## src/rtl/centroid_pkg.sv

```systemverilog
// Shared width helpers and divider-sequencer state encoding for the banded
// centroid tracker.
package centroid_pkg;

    function automatic int x_w(input int img_w);
        return $clog2(img_w);
    endfunction

    function automatic int cnt_w(input int img_w, input int band_h);
        return $clog2(band_h * img_w + 1);
    endfunction

    function automatic int sumx_w(input int img_w, input int band_h);
        return cnt_w(img_w, band_h) + x_w(img_w);
    endfunction

    typedef enum logic [1:0] {
        ST_IDLE,
        ST_LOAD,
        ST_DIV,
        ST_COMMIT
    } div_state_e;

endpackage

```

## src/rtl/calc_centroid_bands_seq_divider.sv

```systemverilog
// Unsigned restoring divider, one quotient bit per cycle, N_W cycles per
// division; done pulses the cycle after the last quotient bit lands.
module seq_divider #(
    parameter int N_W = 10,
    parameter int D_W = 6
) (
    input  logic           clk,
    input  logic           rst,
    input  logic           start,
    input  logic [N_W-1:0] numer,
    input  logic [D_W-1:0] denom,
    output logic [N_W-1:0] quotient,
    output logic           done
);
    localparam int CW = $clog2(N_W + 1);

    logic [N_W-1:0] quot_q, quot_d;
    logic [D_W-1:0] rem_q, rem_d;
    logic [D_W-1:0] den_q, den_d;
    logic [CW-1:0]  cnt_q, cnt_d;
    logic           busy_q, busy_d;
    logic           zero_q, zero_d;
    logic           done_q, done_d;
    logic [D_W:0]   rem_sh;

    always_comb begin
        quot_d = quot_q;
        rem_d  = rem_q;
        den_d  = den_q;
        cnt_d  = cnt_q;
        busy_d = busy_q;
        zero_d = zero_q;
        done_d = 1'b0;
        rem_sh = {rem_q, quot_q[N_W-1]};
        if (!busy_q) begin
            if (start) begin
                quot_d = numer;
                rem_d  = '0;
                den_d  = denom;
                zero_d = (denom == '0);
                cnt_d  = CW'(N_W);
                busy_d = 1'b1;
            end
        end else begin
            // Trial subtract: keep the difference only when it does not borrow.
            if (rem_sh >= {1'b0, den_q}) begin
                rem_d  = D_W'(rem_sh - {1'b0, den_q});
                quot_d = {quot_q[N_W-2:0], 1'b1};
            end else begin
                rem_d  = D_W'(rem_sh);
                quot_d = {quot_q[N_W-2:0], 1'b0};
            end
            cnt_d = cnt_q - CW'(1);
            if (cnt_q == CW'(1)) begin
                busy_d = 1'b0;
                done_d = 1'b1;
            end
        end
    end

    always_ff @(posedge clk or posedge rst) begin
        if (rst) begin
            quot_q <= '0;
            rem_q  <= '0;
            den_q  <= '0;
            cnt_q  <= '0;
            busy_q <= 1'b0;
            zero_q <= 1'b0;
            done_q <= 1'b0;
        end else begin
            quot_q <= quot_d;
            rem_q  <= rem_d;
            den_q  <= den_d;
            cnt_q  <= cnt_d;
            busy_q <= busy_d;
            zero_q <= zero_d;
            done_q <= done_d;
        end
    end

    assign quotient = zero_q ? '0 : quot_q;
    assign done     = done_q;

endmodule

```

## src/rtl/calc_centroid_bands.sv

```systemverilog
// Per-band white-pixel centroid tracker: accumulates x sums/counts in stacked
// bottom bands, snapshots at frame end and divides band by band off-line.
module calc_centroid_bands
    import centroid_pkg::*;
#(
    parameter int IMG_W      = 640,
    parameter int IMG_H      = 480,
    parameter int PIX_W      = 4,
    parameter int NUM_BANDS  = 4,
    parameter int BAND_H     = 32,
    parameter int THRESHOLD  = 0,
    parameter int MIN_PIXELS = 16,
    localparam int X_W       = x_w(IMG_W)
) (
    input  logic                       clk,
    input  logic                       rst,
    input  logic                       in_ready,
    input  logic                       sof,
    input  logic [PIX_W-1:0]           pixel_in,
    output logic [NUM_BANDS*X_W-1:0]   centroid_x,
    output logic [NUM_BANDS-1:0]       band_valid,
    output logic [NUM_BANDS-1:0]       band_lost,
    output logic                       results_valid,
    output logic                       busy,
    output logic                       overrun
);
    localparam int CNT_W     = cnt_w(IMG_W, BAND_H);
    localparam int SUMX_W    = sumx_w(IMG_W, BAND_H);
    localparam int Y_W       = $clog2(IMG_H);
    localparam int ROI_START = IMG_H - NUM_BANDS * BAND_H;
    localparam int BI_W      = (NUM_BANDS > 1) ? $clog2(NUM_BANDS) : 1;
    localparam int BR_W      = (BAND_H > 1) ? $clog2(BAND_H) : 1;
    localparam int DC_W      = (SUMX_W > 1) ? $clog2(SUMX_W) : 1;
    localparam logic [X_W-1:0] LAST_X = X_W'(IMG_W - 1);
    localparam logic [Y_W-1:0] LAST_Y = Y_W'(IMG_H - 1);

    function automatic logic [X_W-1:0] sat_x(input logic [SUMX_W-1:0] q);
        if (q > SUMX_W'(IMG_W - 1)) return LAST_X;
        return q[X_W-1:0];
    endfunction

    logic [X_W-1:0]    x_q, x_d, cur_x;
    logic [Y_W-1:0]    y_q, y_d, cur_y, y_nx;
    logic              in_roi_q, in_roi_d, cur_in_roi;
    logic [BI_W-1:0]   band_q, band_d, cur_band;
    logic [BR_W-1:0]   brow_q, brow_d, cur_brow;
    logic              white, frame_end;

    logic [SUMX_W-1:0] sum_q[NUM_BANDS], sum_d[NUM_BANDS];
    logic [CNT_W-1:0]  cnt_q[NUM_BANDS], cnt_d[NUM_BANDS];
    logic [SUMX_W-1:0] snap_sum_q[NUM_BANDS], snap_sum_d[NUM_BANDS];
    logic [CNT_W-1:0]  snap_cnt_q[NUM_BANDS], snap_cnt_d[NUM_BANDS];
    logic [X_W-1:0]    stage_q[NUM_BANDS], stage_d[NUM_BANDS];

    div_state_e        state_q, state_d;
    logic [BI_W-1:0]   div_band_q, div_band_d;
    logic [BI_W-1:0]   res_idx_q, res_idx_d;
    logic [DC_W-1:0]   div_cnt_q, div_cnt_d;

    logic [NUM_BANDS*X_W-1:0] centroid_q, centroid_d;
    logic [NUM_BANDS-1:0]     band_valid_q, band_valid_d;
    logic [NUM_BANDS-1:0]     band_lost_q, band_lost_d;
    logic                     results_valid_q, results_valid_d;
    logic                     overrun_q, overrun_d;

    logic              div_start, div_done, lost;
    logic [SUMX_W-1:0] div_numer, div_quot;
    logic [CNT_W-1:0]  div_denom;

    // Pixel stage: raster position, band tracking and live accumulation.
    always_comb begin
        cur_x      = sof ? '0 : x_q;
        cur_y      = sof ? '0 : y_q;
        cur_in_roi = sof ? (ROI_START == 0) : in_roi_q;
        cur_band   = sof ? BI_W'(NUM_BANDS - 1) : band_q;
        cur_brow   = sof ? '0 : brow_q;
        white      = pixel_in > PIX_W'(THRESHOLD);
        frame_end  = in_ready && (cur_x == LAST_X) && (cur_y == LAST_Y);
        x_d        = x_q;
        y_d        = y_q;
        y_nx       = '0;
        in_roi_d   = in_roi_q;
        band_d     = band_q;
        brow_d     = brow_q;
        overrun_d  = 1'b0;
        for (int b = 0; b < NUM_BANDS; b++) begin
            sum_d[b]      = sum_q[b];
            cnt_d[b]      = cnt_q[b];
            snap_sum_d[b] = snap_sum_q[b];
            snap_cnt_d[b] = snap_cnt_q[b];
        end
        if (in_ready) begin
            x_d      = cur_x + X_W'(1);
            y_d      = cur_y;
            in_roi_d = cur_in_roi;
            band_d   = cur_band;
            brow_d   = cur_brow;
            if (cur_x == LAST_X) begin
                x_d  = '0;
                y_nx = (cur_y == LAST_Y) ? '0 : cur_y + Y_W'(1);
                y_d  = y_nx;
                // Band index counts down as rows descend, top band first.
                if (y_nx == Y_W'(ROI_START)) begin
                    in_roi_d = 1'b1;
                    band_d   = BI_W'(NUM_BANDS - 1);
                    brow_d   = '0;
                end else if (y_nx == '0) begin
                    in_roi_d = 1'b0;
                end else if (cur_in_roi) begin
                    if (cur_brow == BR_W'(BAND_H - 1)) begin
                        brow_d = '0;
                        band_d = cur_band - BI_W'(1);
                    end else begin
                        brow_d = cur_brow + BR_W'(1);
                    end
                end
            end
            if (sof) begin
                for (int b = 0; b < NUM_BANDS; b++) begin
                    sum_d[b] = '0;
                    cnt_d[b] = '0;
                end
            end
            if (white && cur_in_roi) begin
                sum_d[cur_band] = sum_d[cur_band] + SUMX_W'(cur_x);
                cnt_d[cur_band] = cnt_d[cur_band] + CNT_W'(1);
            end
            if (frame_end) begin
                overrun_d = (state_q != ST_IDLE);
                for (int b = 0; b < NUM_BANDS; b++) begin
                    if (state_q == ST_IDLE) begin
                        snap_sum_d[b] = sum_d[b];
                        snap_cnt_d[b] = cnt_d[b];
                    end
                    sum_d[b] = '0;
                    cnt_d[b] = '0;
                end
            end
        end
    end

    // Divide stage: one shared divider walks the snapshot band by band.
    always_comb begin
        state_d         = state_q;
        div_band_d      = div_band_q;
        res_idx_d       = res_idx_q;
        div_cnt_d       = div_cnt_q;
        centroid_d      = centroid_q;
        band_valid_d    = band_valid_q;
        band_lost_d     = band_lost_q;
        results_valid_d = 1'b0;
        div_start       = 1'b0;
        div_numer       = snap_sum_q[div_band_q];
        div_denom       = snap_cnt_q[div_band_q];
        lost            = 1'b0;
        for (int b = 0; b < NUM_BANDS; b++) stage_d[b] = stage_q[b];
        if (div_done) begin
            stage_d[res_idx_q] = sat_x(div_quot);
            res_idx_d          = res_idx_q + BI_W'(1);
        end
        case (state_q)
            ST_IDLE: begin
                if (frame_end) begin
                    state_d    = ST_LOAD;
                    div_band_d = '0;
                    res_idx_d  = '0;
                end
            end
            ST_LOAD: begin
                div_start = 1'b1;
                div_cnt_d = '0;
                state_d   = ST_DIV;
            end
            ST_DIV: begin
                if (div_cnt_q == DC_W'(SUMX_W - 1)) begin
                    if (div_band_q == BI_W'(NUM_BANDS - 1)) begin
                        state_d = ST_COMMIT;
                    end else begin
                        div_band_d = div_band_q + BI_W'(1);
                        state_d    = ST_LOAD;
                    end
                end else begin
                    div_cnt_d = div_cnt_q + DC_W'(1);
                end
            end
            default: begin
                // Last band's quotient arrives this cycle via stage_d.
                for (int b = 0; b < NUM_BANDS; b++) begin
                    lost                      = snap_cnt_q[b] < CNT_W'(MIN_PIXELS);
                    centroid_d[b*X_W +: X_W]  = lost ? '0 : stage_d[b];
                    band_valid_d[b]           = !lost;
                    band_lost_d[b]            = lost;
                end
                results_valid_d = 1'b1;
                state_d         = ST_IDLE;
            end
        endcase
    end

    seq_divider #(
        .N_W (SUMX_W),
        .D_W (CNT_W)
    ) u_div (
        .clk      (clk),
        .rst      (rst),
        .start    (div_start),
        .numer    (div_numer),
        .denom    (div_denom),
        .quotient (div_quot),
        .done     (div_done)
    );

    always_ff @(posedge clk or posedge rst) begin
        if (rst) begin
            x_q             <= '0;
            y_q             <= '0;
            in_roi_q        <= (ROI_START == 0);
            band_q          <= BI_W'(NUM_BANDS - 1);
            brow_q          <= '0;
            state_q         <= ST_IDLE;
            div_band_q      <= '0;
            res_idx_q       <= '0;
            div_cnt_q       <= '0;
            centroid_q      <= '0;
            band_valid_q    <= '0;
            band_lost_q     <= '1;
            results_valid_q <= 1'b0;
            overrun_q       <= 1'b0;
            for (int b = 0; b < NUM_BANDS; b++) begin
                sum_q[b]      <= '0;
                cnt_q[b]      <= '0;
                snap_sum_q[b] <= '0;
                snap_cnt_q[b] <= '0;
                stage_q[b]    <= '0;
            end
        end else begin
            x_q             <= x_d;
            y_q             <= y_d;
            in_roi_q        <= in_roi_d;
            band_q          <= band_d;
            brow_q          <= brow_d;
            state_q         <= state_d;
            div_band_q      <= div_band_d;
            res_idx_q       <= res_idx_d;
            div_cnt_q       <= div_cnt_d;
            centroid_q      <= centroid_d;
            band_valid_q    <= band_valid_d;
            band_lost_q     <= band_lost_d;
            results_valid_q <= results_valid_d;
            overrun_q       <= overrun_d;
            for (int b = 0; b < NUM_BANDS; b++) begin
                sum_q[b]      <= sum_d[b];
                cnt_q[b]      <= cnt_d[b];
                snap_sum_q[b] <= snap_sum_d[b];
                snap_cnt_q[b] <= snap_cnt_d[b];
                stage_q[b]    <= stage_d[b];
            end
        end
    end

    assign centroid_x    = centroid_q;
    assign band_valid    = band_valid_q;
    assign band_lost     = band_lost_q;
    assign results_valid = results_valid_q;
    assign overrun       = overrun_q;
    assign busy          = (state_q != ST_IDLE);

endmodule

```

## config.mk

```make
export PLATFORM = sky130hd
export DESIGN_NAME = calc_centroid_bands
export DESIGN_NICKNAME = d
export VERILOG_FILES = /design/src/rtl/centroid_pkg.sv /design/src/rtl/calc_centroid_bands_seq_divider.sv /design/src/rtl/calc_centroid_bands.sv
export SDC_FILE = /design/constraint.sdc
export NUM_CORES = 1
export LEC_CHECK = 0
export BUFFER_PORTS_ARGS = -buffer_cell sky130_fd_sc_hd__buf_2
export CAP_MARGIN = 40
export CORE_MARGIN = 8
export CORE_UTILIZATION = 50
export CTS_CLUSTER_SIZE = 10
export DETAILED_ROUTE_END_ITERATION = 7
export GPL_ROUTABILITY_DRIVEN = 0
export PLACE_DENSITY = 0.68
export SETUP_SLACK_MARGIN = 0.3
export SYNTH_ARGS = -nofsm -noshare
export SYNTH_HDL_FRONTEND = slang
export SYNTH_HIERARCHICAL = 1
export SYNTH_SLANG_ARGS = --single-unit
```

## constraint.sdc

```tcl
create_clock -name clk -period 24.5 [get_ports clk]
set_clock_uncertainty 0.15 [all_clocks]
set_input_delay 1.225 -clock clk [delete_from_list [all_inputs] [get_ports clk]]
set_output_delay 1.225 -clock clk [all_outputs]
set_load 0.02 [all_outputs]
```

==> results_dict.tcl <==
set metrics [dict create \
    worst-setup-path-type "input pin to register" \
    num_rows 84 \
    drtPass1Iterations 6 \
    hold_path_class "register to register" \
    overflow 0 \
    nFillCells 4521 \
    drt_iter0_markers 2205 \
    seq_area_frac_synth_pct 48.8 \
    max_cap_viol_count 0 \
    cp-end-kind "register" \
    grt.met3_usage_pct 4.67 \
    clk_path_buf_depth 3 \
    cts-resized-gates 0 \
    antenna_found_initial 0 \
    track_usage_pct 24.1 \
    status "completed" \
    first_global_vias 20505 \
    critPathRequiredTime_ns 24.85 \
    grt_pass1_wl_um 117000 \
    routed_wl_um 73100 \
    period_minus_slack_ns 5.05 \
    synthesis.area_sq_um 26200 \
    via_count 20643 \
    core-area_sq_um 52200 \
    hpwl_um 46000 \
    clock_sinks 511 \
    drc 0 \
    insertion_delay_ns 0.64 \
    die-area_sq_um 60000 \
    synthCells 2600 \
    fin_area_sq_um 28800 \
    synth-seq-cells 511 \
    grt_start_max_net_pins 194 \
    slew_headroom_pct 19.3 \
    placed_area_sq_um 27100 \
    numCtsBuffers 58 \
    antenna_left 0 \
    arrival_ns 5.40 \
    synth_top_cell_by_area "dfrtp_1" \
    post_cts_buffers 0 \
    viasPerCell 6.26 \
    finalPower_mw 1.70 \
    start_kind "input pin" \
    clkTransAtPathRegs_ns 0.06 \
    cts_hold_buf 0 \
    post-route-period-util_pct 20.6 \
    wl_per_cell_um 22.2 \
    p_per_area_nw_per_um2 59.0 \
    worstPathMaxFanout 60 \
    maxSlewViolCount 0 \
    tns_ns 0 \
    synth_edf_count 0 \
    start_util_pct 50.2 \
    ys_warn_count 6 \
    grt_setup_unrepaired "false" \
    antennaDiodeCount 0 \
    p_leak_nw 13.3 \
    grtUsageMet2_pct 38.5 \
    setup_violations 0 \
    busiest_layer "met2" \
    hold_viol 0 \
    syn_area_per_cell_sq_um 10.1 \
    fin_nets 2634 \
    synth.distinct_cells 93 \
    die_x_um 245 \
    htreeDepth 2 \
    portBuffers 58 \
    ys_top_cells_by_area "dfrtp_1, o21ai_0, nand2_1" \
    use_met1_pct 33.3 \
    syn2layout_area_growth_pct 9.81 \
    yosysTopAreaCellShare_pct 48.2 \
    ios 59 \
    final_util_pct 55.1 \
    yosysMostFrequentCell "dfrtp_1" \
    timing.fmax_mhz 198 \
    ys.flop_type "dfrtp_1" \
    synth_nets 2654 \
    final_cells 3297 \
    cts_tree "yes" \
    root_buffer "clkbuf_16" \
    irDropWorstVdd_uv 53.6 \
    drive_gt1_share_pct 12.0 \
    synthTopCellsByCount "dfrtp_1, nand2_1, o21ai_0" \
    die_h_um 245 \
    synth-async-reset-ratio_pct 100 \
    worst_pin_slew_ns 1.21 \
    dp_cells 3208 \
]
-- power breakdown --
part           switching, mW  total (mW)  internal, mW
clock                  0.344       0.796         0.451
sequential           0.00234       0.848         0.846
combinational         0.0434      0.0546        0.0111
-- flip-flops by register name, indices dropped and copies added (netlist names), 2 cells and up --
name          flops
band_lost         4
band_q            2
band_valid        4
brow_q            5
centroid_x       40
cnt_q            60
div_band_q        2
div_cnt_q         5
res_idx_q         2
snap_cnt_q       60
snap_sum_q      100
stage_q          40
state_q           2
sum_q           100
u_div/cnt_q       5
u_div/den_q      15
u_div/quot_q     25
u_div/rem_q      15
x_q              10
y_q               9
-- worst max-delay path, stage by stage --
cell     delay [ns]
buf_2          0.10
buf_4          0.30
inv_2          0.09
buf_4          0.48
buf_4          0.56
and2_1         0.21
ha_1           0.18
fa_1           0.23
a21o_1         0.15
nand4_1        0.13
a311o_1        0.47
a21oi_2        0.42
nand3_1        0.15
xor2_1         0.49
o21ai_0        0.18
-- worst paths after layout --
check	start	end	slack [ns]	cells past startpoint
hold / removal	band_valid[1]	band_valid[1]	0.32	2
min in group asynchronous	rst	band_valid[2]	0.52	2
setup reg to reg	band_q[0]	sum_q[14]	19.61	12
hold reg to reg	band_valid[1]	band_valid[1]	0.32	2
setup / recovery	sof	sum_q[45]	19.45	15
max in group asynchronous	rst	cnt_q[6]	21.94	3
-- per-stage QoR --
| step | setup WS, ns | hold slack (ns) |
|---|---|---|
| 6_report | 19.45 | 0.320 |
| 5_1_grt | 19.23 | 0.347 |
| 3_5_place_dp | 18.90 | 0.312 |
| 4_1_cts | 19.55 | 0.324 |
| 3_3_place_gp | 19.00 | 0.303 |
| 2_1_floorplan | 10.65 | 0.294 |
-- cell families (layout without fill, tap and decap cells) --
logic type                 Yosys count  in the layout  synth area share (%)
adders and majority gates           46             46                  2.25
DFF                                511            511                  48.8
muxes                              118            118                  8.46
AOI/OAI and AO/OA                  769            769                  18.5
xor gates and xnor gates            53             53                  2.11
and+or+nand+nor                    828            828                  15.4
buffers and inverters              275            284                  4.46
-- cell type report --
cell class / instances / area (sq um) / share of cell area (%)
Inverter: 89 / 342 / 1.19
Multi-Input combinational cell: 1814 / 12400 / 43.0
Clock buffer: 85 / 1580 / 5.50
Clock inverter: 4 / 92.6 / 0.322
Sequential cell: 511 / 12800 / 44.5
Tap cell: 688 / 861 / 2.99
Timing Repair Buffer: 106 / 743 / 2.58
-- cells in the final DEF (no fill, tap or decap), drive strengths merged, types with 16 or more instances in the layout --
| cell | count |
|---|---|
| o21ai | 312 |
| inv | 87 |
| a22oi | 42 |
| dfrtp | 505 |
| nor2 | 115 |
| nor2b | 48 |
| nand3 | 74 |
| and2 | 24 |
| ha | 44 |
| and3 | 63 |
| nor4 | 21 |
| nor3 | 16 |
| and4 | 16 |
| mux4 | 77 |
| nand2 | 385 |
| buf | 106 |
| clkbuf | 85 |
| xnor2 | 26 |
| a21oi | 144 |
| a22o | 101 |
| xor2 | 27 |
| a31oi | 28 |
| o21a | 40 |
| mux2i | 39 |
-- metal layers --
layer  vias to the layer above  wire length (um)  part of all wire [%]
met5                         -                 0                     0
met4                         0              1820                   2.5
met3                       151              6000                   8.2
met2                       855             34000                    47
met1                     10334             31300                    43
li1                       9303                 -                     -
No activity file was read; power rests on OpenSTA's default activity.
